==> config.mk <==
export PLATFORM = sky130hd
export DESIGN_NAME = tx_chunk_serializer_flat
export DESIGN_NICKNAME = d
export VERILOG_FILES = /design/src/rtl/tx_chunk_serializer_if.sv /design/src/rtl/tx_chunk_serializer.sv /design/src/flat_wrapper.sv
export SDC_FILE = /design/constraint.sdc
export NUM_CORES = 1
export LEC_CHECK = 0
export BUFFER_PORTS_ARGS = -buffer_cell sky130_fd_sc_hd__buf_2
export CORE_ASPECT_RATIO = 1.4
export CORE_MARGIN = 1.5
export CORE_UTILIZATION = 45
export CTS_BUF_LIST = sky130_fd_sc_hd__clkbuf_4 sky130_fd_sc_hd__clkbuf_8
export CTS_CLUSTER_DIAMETER = 30
export DETAILED_ROUTE_END_ITERATION = 8
export PLACE_DENSITY = 0.74
export REMOVE_ABC_BUFFERS = 1
export SLEW_MARGIN = 20
export SYNTH_ARGS = -nofsm -noshare
export SYNTH_HDL_FRONTEND = slang
export SYNTH_SLANG_ARGS = --single-unit
export TNS_END_PERCENT = 100
==> constraint.sdc <==
create_clock -name CLK -period 15.25 [get_ports CLK]
set_clock_uncertainty 0.1 [all_clocks]
set_input_delay 0.7625 -clock CLK [delete_from_list [all_inputs] [get_ports CLK]]
set_output_delay 0.7625 -clock CLK [all_outputs]
set_load 0.02 [all_outputs]
==> src/rtl/tx_chunk_serializer_if.sv <==
// Chunk-in / UART-out signal bundle for the TX chunk serializer.
// The master side is the upstream detector plus UART; the slave side is the serializer.
interface tx_chunk_serializer_if #(
    parameter int TEXT_BUFFER_BYTE_SIZE  = 33,
    parameter int TEXT_BUFFER_INDEX_SIZE = 8
);
    logic                                     should_update;
    logic [7:0]                               tx_chunk_type;
    logic [TEXT_BUFFER_INDEX_SIZE-1:0]        tx_chunk_size;
    logic [(TEXT_BUFFER_BYTE_SIZE-1)*8-1:0]   tx_chunk_bytes;
    logic                                     chunk_done;
    logic [7:0]                               uart_tx_data;
    logic                                     uart_tx_start;
    logic                                     uart_tx_ready;
    logic                                     busy;

    modport master (
        output should_update, tx_chunk_type, tx_chunk_size, tx_chunk_bytes, uart_tx_ready,
        input  chunk_done, uart_tx_data, uart_tx_start, busy
    );

    modport slave (
        input  should_update, tx_chunk_type, tx_chunk_size, tx_chunk_bytes, uart_tx_ready,
        output chunk_done, uart_tx_data, uart_tx_start, busy
    );
endinterface

==> src/rtl/tx_chunk_serializer.sv <==
// Serialises one latched TX chunk into the UART as [type][size][payload][xor checksum],
// then acknowledges upstream with a single-cycle chunk_done pulse.
module tx_chunk_serializer #(
    parameter int TEXT_BUFFER_BYTE_SIZE  = 33,
    parameter int TEXT_BUFFER_INDEX_SIZE = 8
) (
    input  logic                  CLK,
    input  logic                  RST_N,
    tx_chunk_serializer_if.slave  bus
);
    localparam int PAYLOAD_BYTES = TEXT_BUFFER_BYTE_SIZE - 1;
    localparam int IDX_W         = $clog2(TEXT_BUFFER_BYTE_SIZE + 2);
    localparam int PIDX_W        = (PAYLOAD_BYTES > 1) ? $clog2(PAYLOAD_BYTES) : 1;

    localparam logic [2:0] IDLE = 3'd0;
    localparam logic [2:0] SEND = 3'd1;
    localparam logic [2:0] HOLD = 3'd2;
    localparam logic [2:0] WAIT = 3'd3;
    localparam logic [2:0] DONE = 3'd4;
    localparam logic [2:0] COOL = 3'd5;

    logic [2:0]       state_reg;
    logic [IDX_W-1:0] idx_reg;
    logic [7:0]       chk_reg;
    logic [7:0]       type_reg;
    logic [7:0]       len_reg;
    logic [7:0]       tx_data_reg;
    logic             tx_start_reg;
    logic [7:0]       payload_reg [PAYLOAD_BYTES];

    logic [7:0]        in_bytes [PAYLOAD_BYTES];
    logic [7:0]        size_ext;
    logic [7:0]        n_clamped;
    logic [PIDX_W-1:0] pidx;
    logic              last_idx;
    logic              latch_en;
    logic [7:0]        frame_byte;

    genvar gi;
    generate
        for (gi = 0; gi < PAYLOAD_BYTES; gi++) begin : g_unpack
            assign in_bytes[gi] = bus.tx_chunk_bytes[8*gi +: 8];
        end
    endgenerate

    assign size_ext  = 8'(bus.tx_chunk_size);
    assign n_clamped = (size_ext > 8'(PAYLOAD_BYTES)) ? 8'(PAYLOAD_BYTES) : size_ext;
    assign latch_en  = (state_reg == IDLE) && bus.should_update;
    assign pidx      = PIDX_W'(idx_reg - IDX_W'(2));
    assign last_idx  = (int'(idx_reg) == int'(len_reg) + 2);

    // Frame byte for the current index; the checksum slot carries the running XOR.
    always_comb begin
        frame_byte = chk_reg;
        if (idx_reg == '0)
            frame_byte = type_reg;
        else if (idx_reg == IDX_W'(1))
            frame_byte = len_reg;
        else if (!last_idx)
            frame_byte = payload_reg[pidx];
    end

    // Payload snapshot is pure data, so it needs no reset.
    always_ff @(posedge CLK) begin
        if (latch_en)
            payload_reg <= in_bytes;
    end

    always_ff @(posedge CLK or negedge RST_N) begin
        if (!RST_N) begin
            state_reg    <= IDLE;
            idx_reg      <= '0;
            chk_reg      <= '0;
            type_reg     <= '0;
            len_reg      <= '0;
            tx_data_reg  <= '0;
            tx_start_reg <= 1'b0;
        end else begin
            tx_start_reg <= 1'b0;
            case (state_reg)
                IDLE: begin
                    if (bus.should_update) begin
                        type_reg  <= bus.tx_chunk_type;
                        len_reg   <= n_clamped;
                        idx_reg   <= '0;
                        chk_reg   <= '0;
                        state_reg <= SEND;
                    end
                end
                SEND: begin
                    if (bus.uart_tx_ready) begin
                        tx_data_reg  <= frame_byte;
                        tx_start_reg <= 1'b1;
                        chk_reg      <= chk_reg ^ frame_byte;
                        state_reg    <= HOLD;
                    end
                end
                // UART ready lags the start by a cycle, so it is not trusted here.
                HOLD: state_reg <= WAIT;
                WAIT: begin
                    if (bus.uart_tx_ready) begin
                        if (last_idx) begin
                            state_reg <= DONE;
                        end else begin
                            idx_reg   <= idx_reg + IDX_W'(1);
                            state_reg <= SEND;
                        end
                    end
                end
                DONE: state_reg <= COOL;
                COOL: begin
                    if (!bus.should_update)
                        state_reg <= IDLE;
                end
                default: state_reg <= IDLE;
            endcase
        end
    end

    assign bus.uart_tx_data  = tx_data_reg;
    assign bus.uart_tx_start = tx_start_reg;
    assign bus.chunk_done    = (state_reg == DONE);
    assign bus.busy          = (state_reg != IDLE);
endmodule
==> src/flat_wrapper.sv <==
// flat-port wrapper written by rule: the top's interface ports become plain ports
module tx_chunk_serializer_flat 
#(
    parameter int TEXT_BUFFER_BYTE_SIZE  = 33,
    parameter int TEXT_BUFFER_INDEX_SIZE = 8
)
  (CLK, RST_N, bus_should_update, bus_tx_chunk_type, bus_tx_chunk_size, bus_tx_chunk_bytes, bus_uart_tx_ready, bus_chunk_done, bus_uart_tx_data, bus_uart_tx_start, bus_busy);
  tx_chunk_serializer_if #(.TEXT_BUFFER_BYTE_SIZE(TEXT_BUFFER_BYTE_SIZE), .TEXT_BUFFER_INDEX_SIZE(TEXT_BUFFER_INDEX_SIZE)) bus_i ();
  input  logic CLK;
  input  logic RST_N;
  input wire logic [$bits(bus_i.should_update)-1:0] bus_should_update;
  input wire logic [$bits(bus_i.tx_chunk_type)-1:0] bus_tx_chunk_type;
  input wire logic [$bits(bus_i.tx_chunk_size)-1:0] bus_tx_chunk_size;
  input wire logic [$bits(bus_i.tx_chunk_bytes)-1:0] bus_tx_chunk_bytes;
  input wire logic [$bits(bus_i.uart_tx_ready)-1:0] bus_uart_tx_ready;
  output wire logic [$bits(bus_i.chunk_done)-1:0] bus_chunk_done;
  output wire logic [$bits(bus_i.uart_tx_data)-1:0] bus_uart_tx_data;
  output wire logic [$bits(bus_i.uart_tx_start)-1:0] bus_uart_tx_start;
  output wire logic [$bits(bus_i.busy)-1:0] bus_busy;
  assign bus_i.should_update = bus_should_update;
  assign bus_i.tx_chunk_type = bus_tx_chunk_type;
  assign bus_i.tx_chunk_size = bus_tx_chunk_size;
  assign bus_i.tx_chunk_bytes = bus_tx_chunk_bytes;
  assign bus_i.uart_tx_ready = bus_uart_tx_ready;
  assign bus_chunk_done = bus_i.chunk_done;
  assign bus_uart_tx_data = bus_i.uart_tx_data;
  assign bus_uart_tx_start = bus_i.uart_tx_start;
  assign bus_busy = bus_i.busy;
  tx_chunk_serializer #(.TEXT_BUFFER_BYTE_SIZE(TEXT_BUFFER_BYTE_SIZE), .TEXT_BUFFER_INDEX_SIZE(TEXT_BUFFER_INDEX_SIZE)) u_core (.CLK(CLK), .RST_N(RST_N), .bus(bus_i));
endmodule
# Word-level counts from Yosys, hierarchy flattened
# Index checks and enable logic that the tools add are counted.
[word_totals]
regBits = 298
inputBits = 276
output_inout_bits = 11
word_cells = 91
[classes]
n_addsub = 3
order_cmp = 2
eq_ne = 12
muxes = 22
bitwise_logic = 2
reduce_logical = 11
[ops]
columns = ["cell", "n"]
rows = [
  ["$mux W8", 8],
  ["$bmux W8 S5", 1],
  ["$mux W6", 3],
  ["$pmux W3 S6", 1],
  ["$pmux W8 S2", 1],
  ["$mux W3", 5],
  ["$pmux W6 S2", 1],
  ["$ne A2 B2 Y1 const B", 5],
  ["$add A8 B2 Y9 const B", 1],
  ["$eq A6 B9 Y1", 1],
  ["$gt A8 B6 Y1 const B", 1],
  ["$reduce_and A4 Y1", 2],
  ["$xor A8 B8 Y8", 1],
  ["$add A6 B1 Y6 const B", 1],
  ["$eq A3 B2 Y1 const B", 2],
  ["$eq A3 B3 Y1 const B", 2],
  ["$eq A6 B1 Y1 const B", 1],
  ["$ge A6 B6 Y1 const B", 1],
  ["$logic_not A6 Y1", 1],
  ["$not A5 Y6", 1],
  ["$sub A5 B2 Y5 const B", 1],
  ["$reduce_and A2 Y1", 2],
  ["$reduce_bool A2 Y1", 2],
  ["$eq A3 B1 Y1 const B", 1],
  ["other kinds (5)", 6],
]

# Longest topological paths before layout
# Gate-level depths: netlist (run 1).
[logic_depth]
ltp_word = 11
ltp_mapped = 14

# Worst setup path after synthesis (run 1)
# OpenSTA, ideal clock, no wires.
[synth_path]
path_kind = "register -> register"
startpoint = "register u_core.state_reg[1]"
endpoint = "register u_core.len_reg[3]"
t_arrival_ns = 8.748
setup_slack_ns = 5.924
path_stages_with_launch = 8
n_path_buf = 3
synth_period_minus_slack_ns = 9.326
cell_sequence = "dfrtp_1 -> clkbuf_1 -> nor3_1 -> nand2_1 -> inv_1 -> clkbuf_1 -> clkbuf_1 -> o21ai_0"
[synth_via]
elab_chain_cells = 2
[synth_lines]
columns = ["item", "line_no", "rtl"]
rows = [
  ["start: declaration", "tx_chunk_serializer.sv:22", "logic [2:0] state_reg;"],
  ["start signal: assignment", "tx_chunk_serializer.sv:71", "state_reg <= IDLE;"],
  ["start signal: assignment", "tx_chunk_serializer.sv:87", "state_reg <= SEND;"],
  ["start signal: assignment", "tx_chunk_serializer.sv:95", "state_reg <= HOLD;"],
  ["$logic_not A3 Y1", "tx_chunk_serializer.sv:80", "case (state_reg)"],
  ["$reduce_and A2 Y1 (no line)", "-", ""],
  ["end signal: assignment", "tx_chunk_serializer.sv:84", "len_reg <= n_clamped;"],
  ["end: declaration", "tx_chunk_serializer.sv:26", "logic [7:0] len_reg;"],
]
# Every way passes these cells.
# A chain may end at the register's enable or synchronous reset.

# Worst setup path after layout (run 1)
[layout_path]
startpoint = "register u_core.idx_reg[1]"
endpoint = "register u_core.tx_data_reg[7], in the netlist u_core.bus.uart_tx_data[7]"
[layout_via]
elab_chain_cells = 8
[layout_lines]
columns = ["item", "line_no", "rtl"]
rows = [
  ["start: declaration", "tx_chunk_serializer.sv:23", "logic [IDX_W-1:0] idx_reg;"],
  ["start signal: assignment", "tx_chunk_serializer.sv:105", "idx_reg <= idx_reg + IDX_W'(1);"],
  ["$sub A5 B2 Y5", "tx_chunk_serializer.sv:49", "assign pidx = PIDX_W'(idx_reg - IDX_W'(2));"],
  ["$not A5 Y6 (implied by the code)", "tx_chunk_serializer.sv:60", "frame_byte = payload_reg[pidx];"],
  ["$bmux W8 S5", "tx_chunk_serializer.sv:60", ""],
  ["$mux W8 (implied by the code) (2 in a row)", "tx_chunk_serializer.sv:60", ""],
  ["$mux W8", "tx_chunk_serializer.sv:59", "else if (!last_idx)"],
  ["$mux W8", "tx_chunk_serializer.sv:57", "else if (idx_reg == IDX_W'(1))"],
  ["$mux W8 *", "tx_chunk_serializer.sv:55", "if (idx_reg == '0)"],
  ["end signal: assignment", "tx_chunk_serializer.sv:92", "tx_data_reg <= frame_byte;"],
  ["end: declaration", "tx_chunk_serializer.sv:27", "logic [7:0] tx_data_reg;"],
]
# Every way passes the cells marked *; elsewhere a longest branch is shown, timed or not. The select of a mux whose other input is x is not followed.

==> impl_metrics.env, run 1 <==
export IMPL_place_hpwl_um=21500
export IMPL_cts_resized_gates=0
export IMPL_combPwrFrac_pct=33.8
export IMPL_power_internal_mw=1.88
export IMPL_grt_max_degree=130
export IMPL_drc=0
export IMPL_grt_use_total_pct=21.3
export IMPL_layout_drive_gt1_share_pct=39.2
export IMPL_yosysWarnings=0
export IMPL_clk_pin_slew_ns=0.06
export IMPL_die_area_mm2=0.0291
export IMPL_rows=72
export IMPL_setup_ws_ns=10.70
export IMPL_cts_made_buffers=49
export IMPL_synth_edf_count=256
export IMPL_stdcell_count=1487
export IMPL_drv_slew=0
export IMPL_dp_cells=1383
export IMPL_power_density_mw_per_mm2=185
export IMPL_timing_critical_path_arrival_ns=4.92
export IMPL_gp_congestion=0.816
export IMPL_switchingPower_mw=0.967
export IMPL_power_frac_seq_pct=40.0
export IMPL_detail_route_antenna_nets=0
export IMPL_grt_pass1_vias=8227
export IMPL_avgRoutedWirePerCell_um=20.8
export IMPL_endpoint_kind="flip-flop"
export IMPL_cts_max_level=2
export IMPL_worstMarginPinSlew_ns=0.969
export IMPL_die_w_um=145
export IMPL_outcome="complete, no violations"
export IMPL_hp_class="in -> async"
export IMPL_slowest_stage="ha_2"
export IMPL_ctsRootBufferMaster="clkbuf_8"
export IMPL_cp_required_ns=15.61
export IMPL_setup_tns_ns=0
export IMPL_p_leak_nw=5.88
export IMPL_cts_buffer_depth=3
export IMPL_p_clk_share_pct=26.2
export IMPL_timing_final_crit_share_pct=29.9
export IMPL_finalNetCount=1346
export IMPL_cts_tree="built"
export IMPL_start_kind="flip-flop"
export IMPL_vdd_drop_max_mv=0.0891
export IMPL_power_switching_share_pct=33.9
export IMPL_synth_cell_types=68
export IMPL_yosysSeqAreaShare_pct=69.3
export IMPL_max_freq_mhz=220
export IMPL_async_flop_share_pct=14.1
export IMPL_fp_dieH_um=201
export IMPL_slew_headroom_pct=34.7
export IMPL_dr_first_iter_drc_count=669
export IMPL_period_needed_ns=4.55
export IMPL_core_mm2=0.0276
export IMPL_crit_family="compound AO/OA/AOI/OAI gates"
export IMPL_synth_area_mm2=0.0126
export IMPL_ys_seq_elements=298
export IMPL_grt_antenna_before_repair=18
export IMPL_firstDrtPassIters=5
export IMPL_ctsHoldBuffers=0
export IMPL_drv_cap=0
export IMPL_path_max_fanout=50
export IMPL_io_pin_count=287
export IMPL_place_ws_ns=10.63
export IMPL_post_cts_buffers=0
export IMPL_grt_pass1_wl_um=45600
export IMPL_grt_overflow_total=0
export IMPL_hold_violations=0
export IMPL_start_util_pct=45.8
export IMPL_largest_reg_flops=256
export IMPL_avgSynthCellArea_um2=16.5
export IMPL_setup_viol=0
export IMPL_worstPathCellList="buf_4 > inv_1 > ha_2 > nor2b_2 > a221oi_1 > a21o_1 > a222oi_1 > nand2_1 > a221o_1"
export IMPL_syn_instance_count=764
export IMPL_wirelength_um=31000
export IMPL_cp_slowest_stage_delay_ns=1.03
export IMPL_critical_path_buf_inv_count=2
export IMPL_crit_type="reg -> reg"
export IMPL_clk_insertion_delay_late_ns=0.57
export IMPL_timing_hold_ws_ns=0.243
export IMPL_port_buffers=286
export IMPL_vias=8066
export IMPL_vias_per_cell=5.42
export IMPL_area_growth_pct=22.0
export IMPL_synthFlopType="edfxtp_1"
export IMPL_rsz0062_at_grt="no"
export IMPL_clock_sinks=298
kinds of logic after synthesis:
family / Yosys count / synth area share [%]
simple gates: 156 / 6.46
mux: 107 / 12.1
fa+ha+maj: 6 / 0.595
compound gates: 124 / 7.70
flops: 298 / 69.3
buf+inv: 61 / 2.87
xor+xnor: 12 / 1.01
placed cells by master, fill, tap and decap left out, drive strengths merged, types with 8 or more instances in the layout:
master	netlist	routed
a21oi	17	17
a221oi	23	23
a31oi	11	11
buf	28	291
clkbuf	14	67
clkinv	1	12
dfrtp	42	42
diode	0	19
edfxtp	256	256
inv	18	20
mux2i	66	66
mux4	36	36
nand2	48	48
nand2b	11	11
nand3	19	19
nor2	24	24
nor4	9	9
o21ai	10	10
o221ai	8	8
or4	8	8
xor2	8	8
layout make-up:
| type | count | area [µm²] |
|---|---|---|
| Fill cell | 2284 | 12200 |
| Sequential cell | 298 | 8740 |
| Multi-Input combinational cell | 405 | 3530 |
| Timing Repair Buffer | 291 | 1470 |
| Clock buffer | 67 | 835 |
| Tap cell | 370 | 463 |
| Clock inverter | 18 | 223 |
| Inverter | 19 | 78.8 |
| Antenna cell | 19 | 47.5 |
stage by stage:
step / instance area (µm²) / total power [mW] / utilization (%)
2_1_floorplan: 12300 / 1.85 / -
3_3_place_gp: 14300 / 2.08 / 51.8
3_5_place_dp: 14300 / 2.11 / 51.8
4_1_cts: 15300 / 2.86 / 55.6
5_1_grt: 15400 / 3.00 / 55.8
6_report: 15400 / 2.85 / 55.8
cells in the mapped netlist, types with 4 or more instances:
master,n,share of area [%]
dfrtp_1,42,8.3
nand2_1,48,1.4
nor3_1,5,0.20
nor4_1,8,0.40
ha_1,6,0.60
and2_1,6,0.30
buf_6,7,0.62
edfxtp_1,256,61
o221ai_1,8,0.56
a21o_1,7,0.42
clkbuf_1,14,0.42
buf_4,4,0.24
nand2b_1,11,0.55
mux4_2,36,6.4
a221oi_1,21,1.5
mux2i_1,66,5.2
a222oi_1,6,0.48
o22ai_1,5,0.25
a22o_1,4,0.28
nor2_1,24,0.71
nand4_1,4,0.20
or4_1,8,0.48
nand3_1,19,0.75
a31oi_1,11,0.55
inv_1,17,0.51
buf_2,13,0.52
mux2_2,4,0.36
xor2_1,6,0.42
a21oi_1,17,0.67
o21ai_0,8,0.32
and3_1,7,0.35
o31a_1,5,0.35
a221o_1,6,0.48
worst reg2reg max path, stage by stage, from the launching register on:
cell	delay [ns]
dfrtp_2	0.34
buf_4	0.58
inv_1	0.28
ha_2	1.03
nor2b_2	0.82
a221oi_1	0.19
a21o_1	0.21
a222oi_1	0.47
nand2_1	0.10
a221o_1	0.32
power groups by stage:
stage                     sequential [mW]  clock (mW)  combinational, mW
after floorplan                      1.18           0              0.666
after global routing                 1.15       0.796               1.05
after global placement               1.15           0              0.932
final                                1.14       0.748              0.963
after detailed placement             1.15           0              0.959
after CTS                            1.14       0.762              0.963
worst paths after layout:
check / startpoint / to / slack, ns / depth (start not counted)
max reg2reg: u_core.idx_reg[1] / u_core.bus.uart_tx_data[7] / 10.70 / 9
max in group asynchronous: RST_N / u_core.idx_reg[0] / 14.09 / 1
min: RST_N / u_core.len_reg[4] / 0.24 / 1
min reg2reg: u_core.state_reg[2] / u_core.state_reg[1] / 0.38 / 1
min in group CLK: bus_tx_chunk_bytes[135] / u_core.payload_reg[127] / 0.25 / 1
max: u_core.idx_reg[1] / u_core.bus.uart_tx_data[7] / 10.70 / 9
per-layer routing:
metal | wire length, µm | global-route usage (%)
met3 | 1760 | 3.97
met2 | 16100 | 36.6
met1 | 11800 | 25.4
met5 | 0 | 0
met4 | 1320 | 10.6
Note: power is estimated with default switching activity, not from simulation.
==> inputs of run 2 (changes only) <==
==> constraint.sdc (replaced) <==
create_clock -name CLK -period 4.2 [get_ports CLK]
set_clock_uncertainty 0.1 [all_clocks]
set_input_delay 0.21 -clock CLK [delete_from_list [all_inputs] [get_ports CLK]]
set_output_delay 0.21 -clock CLK [all_outputs]
set_load 0.02 [all_outputs]
==> impl_metrics.env, run 2 (synthesized netlist as in run 1, its figures left out) <==
export IMPL_cts_tree="built"
export IMPL_cts_max_level=2
export IMPL_grt_pass1_vias=10300
export IMPL_clk_pin_slew_ns=0.06
export IMPL_endpoint_kind="flip-flop"
export IMPL_fp_dieH_um=201
export IMPL_gp_congestion=0.809
export IMPL_start_util_pct=45.8
export IMPL_layout_common_cells="buf_2 (285), dlygate4sd3_1 (280), edfxtp_1 (256), mux2i_1 (66), clkbuf_8 (53)"
export IMPL_worstMarginPinSlew_ns=0.906
export IMPL_worstPathCellList="buf_4 > xnor2_1 > or4_1 > a211oi_2 > nand2_1 > o21ai_0 > a222oi_1 > dlygate4sd3_1"
export IMPL_die_w_um=145
export IMPL_path_max_fanout=49
export IMPL_port_buffers=286
export IMPL_grt_overflow_total=0
export IMPL_timing_critical_path_arrival_ns=3.96
export IMPL_finalNetCount=1644
export IMPL_grt_max_degree=125
export IMPL_max_freq_mhz=278
export IMPL_final_area_mm2=0.0184
export IMPL_period_needed_ns=3.60
export IMPL_critical_path_buf_inv_count=2
export IMPL_slowest_stage="buf_4"
export IMPL_layout_drive_gt1_share_pct=32.2
export IMPL_grt_pass1_wl_um=59300
export IMPL_vdd_drop_max_mv=0.306
export IMPL_cts_resized_gates=0
export IMPL_crit_type="reg -> reg"
export IMPL_reg2reg_slack_ns=0.60
export IMPL_power_density_mw_per_mm2=602
export IMPL_slew_headroom_pct=39.6
export IMPL_start_kind="flip-flop"
export IMPL_cts_made_buffers=51
export IMPL_cts_buffer_depth=3
export IMPL_drv_slew=0
export IMPL_timing_rr_end="u_core.state_reg[0]"
export IMPL_r2r_cells=8
export IMPL_firstDrtPassIters=5
export IMPL_dr_first_iter_drc_count=729
export IMPL_r2r_start="u_core.idx_reg[1]"
export IMPL_p_leak_nw=7.19
export IMPL_avgRoutedWirePerCell_um=22.4
export IMPL_io_pin_count=287
export IMPL_die_area_mm2=0.0291
export IMPL_largest_reg_flops=256
export IMPL_layout_commonest_cell="buf_2"
export IMPL_hold_violations=0
export IMPL_place_area_mm2=0.0144
export IMPL_grt_antenna_before_repair=6
export IMPL_cp_slowest_stage_delay_ns=0.61
export IMPL_vias_per_cell=5.41
export IMPL_crit_family="buffers and inverters"
export IMPL_hp_class="in -> async"
export IMPL_cp_required_ns=4.56
export IMPL_wirelength_um=39900
export IMPL_place_hpwl_um=22600
export IMPL_grt_use_total_pct=27.9
export IMPL_rsz0062_at_grt="no"
export IMPL_post_cts_buffers=0
export IMPL_setup_tns_ns=0
export IMPL_drv_cap=0
export IMPL_core_mm2=0.0276
export IMPL_clk_insertion_delay_late_ns=0.58
export IMPL_outcome="complete, no violations"
export IMPL_drc=0
export IMPL_timing_final_crit_share_pct=85.7
export IMPL_vias=9614
export IMPL_clock_sinks=298
export IMPL_detail_route_antenna_nets=0
export IMPL_setup_viol=0
export IMPL_area_growth_pct=46.0
export IMPL_rows=72
export IMPL_ctsRootBufferMaster="clkbuf_8"
==> run 2: where the power goes <==
part           leakage [nW]  internal, mW  switching, mW
clock network         0.597          1.84           1.24
logic                  3.74          1.74           2.18
registers              2.85          3.75          0.347
==> run 2: worst register-to-register path, cell delays in order (launching register included) <==
cell           delay, ns
dfrtp_2             0.35
buf_4               0.61
xnor2_1             0.13
or4_1               0.53
a211oi_2            0.17
nand2_1             0.49
o21ai_0             0.40
a222oi_1            0.13
dlygate4sd3_1       0.57
==> run 2: metal layers <==
metal  up-vias  routed length, µm  global-route usage (%)
li1       4289                  -                       -
met1      4747              14200                    31.6
met2       462              21700                    50.1
met3       116               2260                    4.83
met4         0               1780                    13.6
met5         -                  0                       0
==> run 2: layout make-up <==
cell class,count,area [µm²]
inverter,19,78.8
sequential,298,8740
fill,1872,9150
timing repair buffer,587,4410
clock inverter,27,367
tap,370,463
clock buffer,65,820
multi-input combinational,405,3520
antenna,6,15.0
==> run 2: repair_timing <==
action / CTS / global route
endpoints found under the setup margin: 0 / 0
endpoints found under the hold margin: 315 / 0
hold buffers: 280 / 0
==> run 2: worst max-delay path by stage <==
stage	depth (start not counted)	slack, ns	to	start
after floorplan	5	-3.33	u_core.chk_reg[3]	u_core.state_reg[1]
after global placement	8	0.89	u_core.bus.uart_tx_data[4]	u_core.idx_reg[2]
after detailed placement	8	0.69	u_core.bus.uart_tx_data[7]	u_core.idx_reg[2]
after CTS	8	0.63	u_core.state_reg[0]	u_core.idx_reg[1]
after global routing	8	0.40	u_core.state_reg[0]	u_core.idx_reg[1]
final	8	0.60	u_core.state_reg[0]	u_core.idx_reg[1]
==> run 2: through the flow <==
stage | setup WS, ns | hold slack (ns) | utilization, % | cells | total power [mW]
2_1_floorplan | -3.33 | -0.186 | - | 722 | 6.71
3_3_place_gp | 0.886 | 0.287 | 52.3 | 1399 | 7.62
3_5_place_dp | 0.693 | 0.288 | 52.3 | 1399 | 7.73
4_1_cts | 0.626 | 0.202 | 66.7 | 1771 | 11.0
5_1_grt | 0.399 | 0.136 | 66.8 | 1777 | 11.6
6_report | 0.601 | 0.0681 | 66.8 | 1777 | 11.1
==> inputs of run 3 (changes only) <==
--- a/config.mk
+++ b/config.mk
@@ -12,6 +12,8 @@
 export CTS_BUF_LIST = sky130_fd_sc_hd__clkbuf_4 sky130_fd_sc_hd__clkbuf_8
 export CTS_CLUSTER_DIAMETER = 30
 export DETAILED_ROUTE_END_ITERATION = 8
+export GPL_ROUTABILITY_DRIVEN = 0
+export MAX_ROUTING_LAYER = met4
 export PLACE_DENSITY = 0.74
 export REMOVE_ABC_BUFFERS = 1
 export SLEW_MARGIN = 20
==> impl_metrics.env, run 3 (synthesized netlist as in run 1, its figures left out) <==
export IMPL_cts_made_buffers=51
export IMPL_period_needed_ns=3.61
export IMPL_drv_slew=0
export IMPL_setup_ws_ns=0.593
export IMPL_firstDrtPassIters=5
export IMPL_port_buffers=286
export IMPL_largest_reg_flops=256
export IMPL_timing_hold_ws_ns=0.0715
export IMPL_worstMarginPinSlew_ns=0.901
export IMPL_dr_first_iter_drc_count=812
export IMPL_outcome="complete, no violations"
export IMPL_cp_required_ns=4.56
export IMPL_vdd_drop_max_mv=0.308
export IMPL_avgRoutedWirePerCell_um=22.4
export IMPL_drv_cap=0
export IMPL_io_pin_count=287
export IMPL_fp_dieH_um=201
export IMPL_timing_rr_end="u_core.bus.uart_tx_data[7]"
export IMPL_slowest_stage="nor2b_2"
export IMPL_power_switching_share_pct=34.0
export IMPL_hp_class="in -> async"
export IMPL_worstPathCellList="inv_1 > ha_2 > nor2b_2 > a221oi_1 > a21o_1 > a222oi_1 > nand2_1 > a221o_1"
export IMPL_cts_resized_gates=0
export IMPL_ctsRootBufferMaster="clkbuf_8"
export IMPL_layout_commonest_cell="buf_2"
export IMPL_timing_final_crit_share_pct=85.9
export IMPL_r2r_start="u_core.idx_reg[2]"
export IMPL_rows=72
export IMPL_vias_per_cell=5.39
export IMPL_power_internal_mw=7.33
export IMPL_clk_pin_slew_ns=0.06
export IMPL_final_util_pct=66.8
export IMPL_rsz0062_at_grt="no"
export IMPL_power_density_mw_per_mm2=603
export IMPL_reg2reg_slack_ns=0.59
export IMPL_slew_headroom_pct=40.0
export IMPL_finalNetCount=1644
export IMPL_hold_violations=0
export IMPL_grt_use_total_pct=28.7
export IMPL_core_mm2=0.0276
export IMPL_drc=0
export IMPL_critical_path_buf_inv_count=1
export IMPL_p_leak_nw=7.19
export IMPL_power_frac_seq_pct=36.9
export IMPL_crit_family="compound AO/OA/AOI/OAI gates"
export IMPL_endpoint_kind="flip-flop"
export IMPL_wirelength_um=39800
export IMPL_clk_insertion_delay_late_ns=0.57
export IMPL_detail_route_antenna_nets=0
export IMPL_grt_pass1_wl_um=59200
export IMPL_switchingPower_mw=3.77
export IMPL_grt_antenna_before_repair=6
export IMPL_layout_drive_gt1_share_pct=32.2
export IMPL_dp_cells=1399
export IMPL_clock_sinks=298
export IMPL_cts_max_level=2
export IMPL_start_util_pct=45.8
export IMPL_max_freq_mhz=277
export IMPL_p_clk_share_pct=27.8
export IMPL_place_ws_ns=0.693
export IMPL_vias=9570
export IMPL_grt_pass1_vias=10300
export IMPL_layout_common_cells="buf_2 (285), dlygate4sd3_1 (280), edfxtp_1 (256), mux2i_1 (66), clkbuf_8 (53)"
export IMPL_cp_slowest_stage_delay_ns=0.70
export IMPL_timing_critical_path_arrival_ns=3.97
export IMPL_r2r_cells=8
export IMPL_setup_tns_ns=0
export IMPL_fill_cells=1872
export IMPL_place_hpwl_um=22600
export IMPL_cts_buffer_depth=3
export IMPL_setup_worst_path_start="u_core.idx_reg[2]"
export IMPL_setup_viol=0
export IMPL_combPwrFrac_pct=35.3
export IMPL_die_area_mm2=0.0291
export IMPL_area_growth_pct=46.0
export IMPL_grt_max_degree=125
export IMPL_grt_overflow_total=0
export IMPL_die_w_um=145
export IMPL_stdcell_count=1777
export IMPL_path_max_fanout=25
export IMPL_cts_tree="built"
export IMPL_start_kind="flip-flop"
export IMPL_crit_type="reg -> reg"
run 3: repair_timing:
item	4_1_cts	5_1_grt
hold buffers	280	0
endpoints found under the hold margin	315	0
buffers inserted	0	0
run 3: layout make-up:
cell class	instances	area (µm²)	share of cell area, %
clock buffer	65	820	4.45
inverter	19	78.8	0.428
sequential	298	8740	47.5
timing repair buffer	587	4410	23.9
multi-input combinational	405	3520	19.1
antenna	6	15.0	0.0815
tap	370	463	2.51
clock inverter	27	367	1.99
run 3: how the worst max path moves through the flow:
stage                                 end  slack [ns]  cells after the start
6_report       u_core.bus.uart_tx_data[7]        0.59                      8
5_1_grt               u_core.state_reg[0]        0.40                      8
4_1_cts               u_core.state_reg[0]        0.63                      8
3_5_place_dp   u_core.bus.uart_tx_data[7]        0.69                      8
3_3_place_gp   u_core.bus.uart_tx_data[4]        0.89                      8
2_1_floorplan           u_core.chk_reg[3]       -3.33                      5
run 3: power by group through the flow:
stage / Combinational (mW) / Sequential, mW / Clock, mW
4_1_cts: 3.87 / 4.07 / 3.06
3_3_place_gp: 3.51 / 4.10 / 0
3_5_place_dp: 3.61 / 4.12 / 0
2_1_floorplan: 2.42 / 4.29 / 0
6_report: 3.92 / 4.10 / 3.08
5_1_grt: 4.21 / 4.14 / 3.24
run 3: routing by layer:
| layer | global-route usage, % | share of wire [%] | up-vias |
|---|---|---|---|
| met5 | - | 0 | - |
| met4 | 13.7 | 4.5 | 0 |
| met3 | 4.47 | 5.6 | 120 |
| met2 | 50.1 | 54 | 470 |
| met1 | 31.7 | 35 | 4695 |
| li1 | - | - | 4285 |
run 3: through the flow:
step / cell area [µm²] / total power, mW
CTS: 18400 / 11.0
global route: 18400 / 11.6
floorplan: 12300 / 6.71
finish: 18400 / 11.1
global placement: 14400 / 7.62
detailed placement: 14400 / 7.73
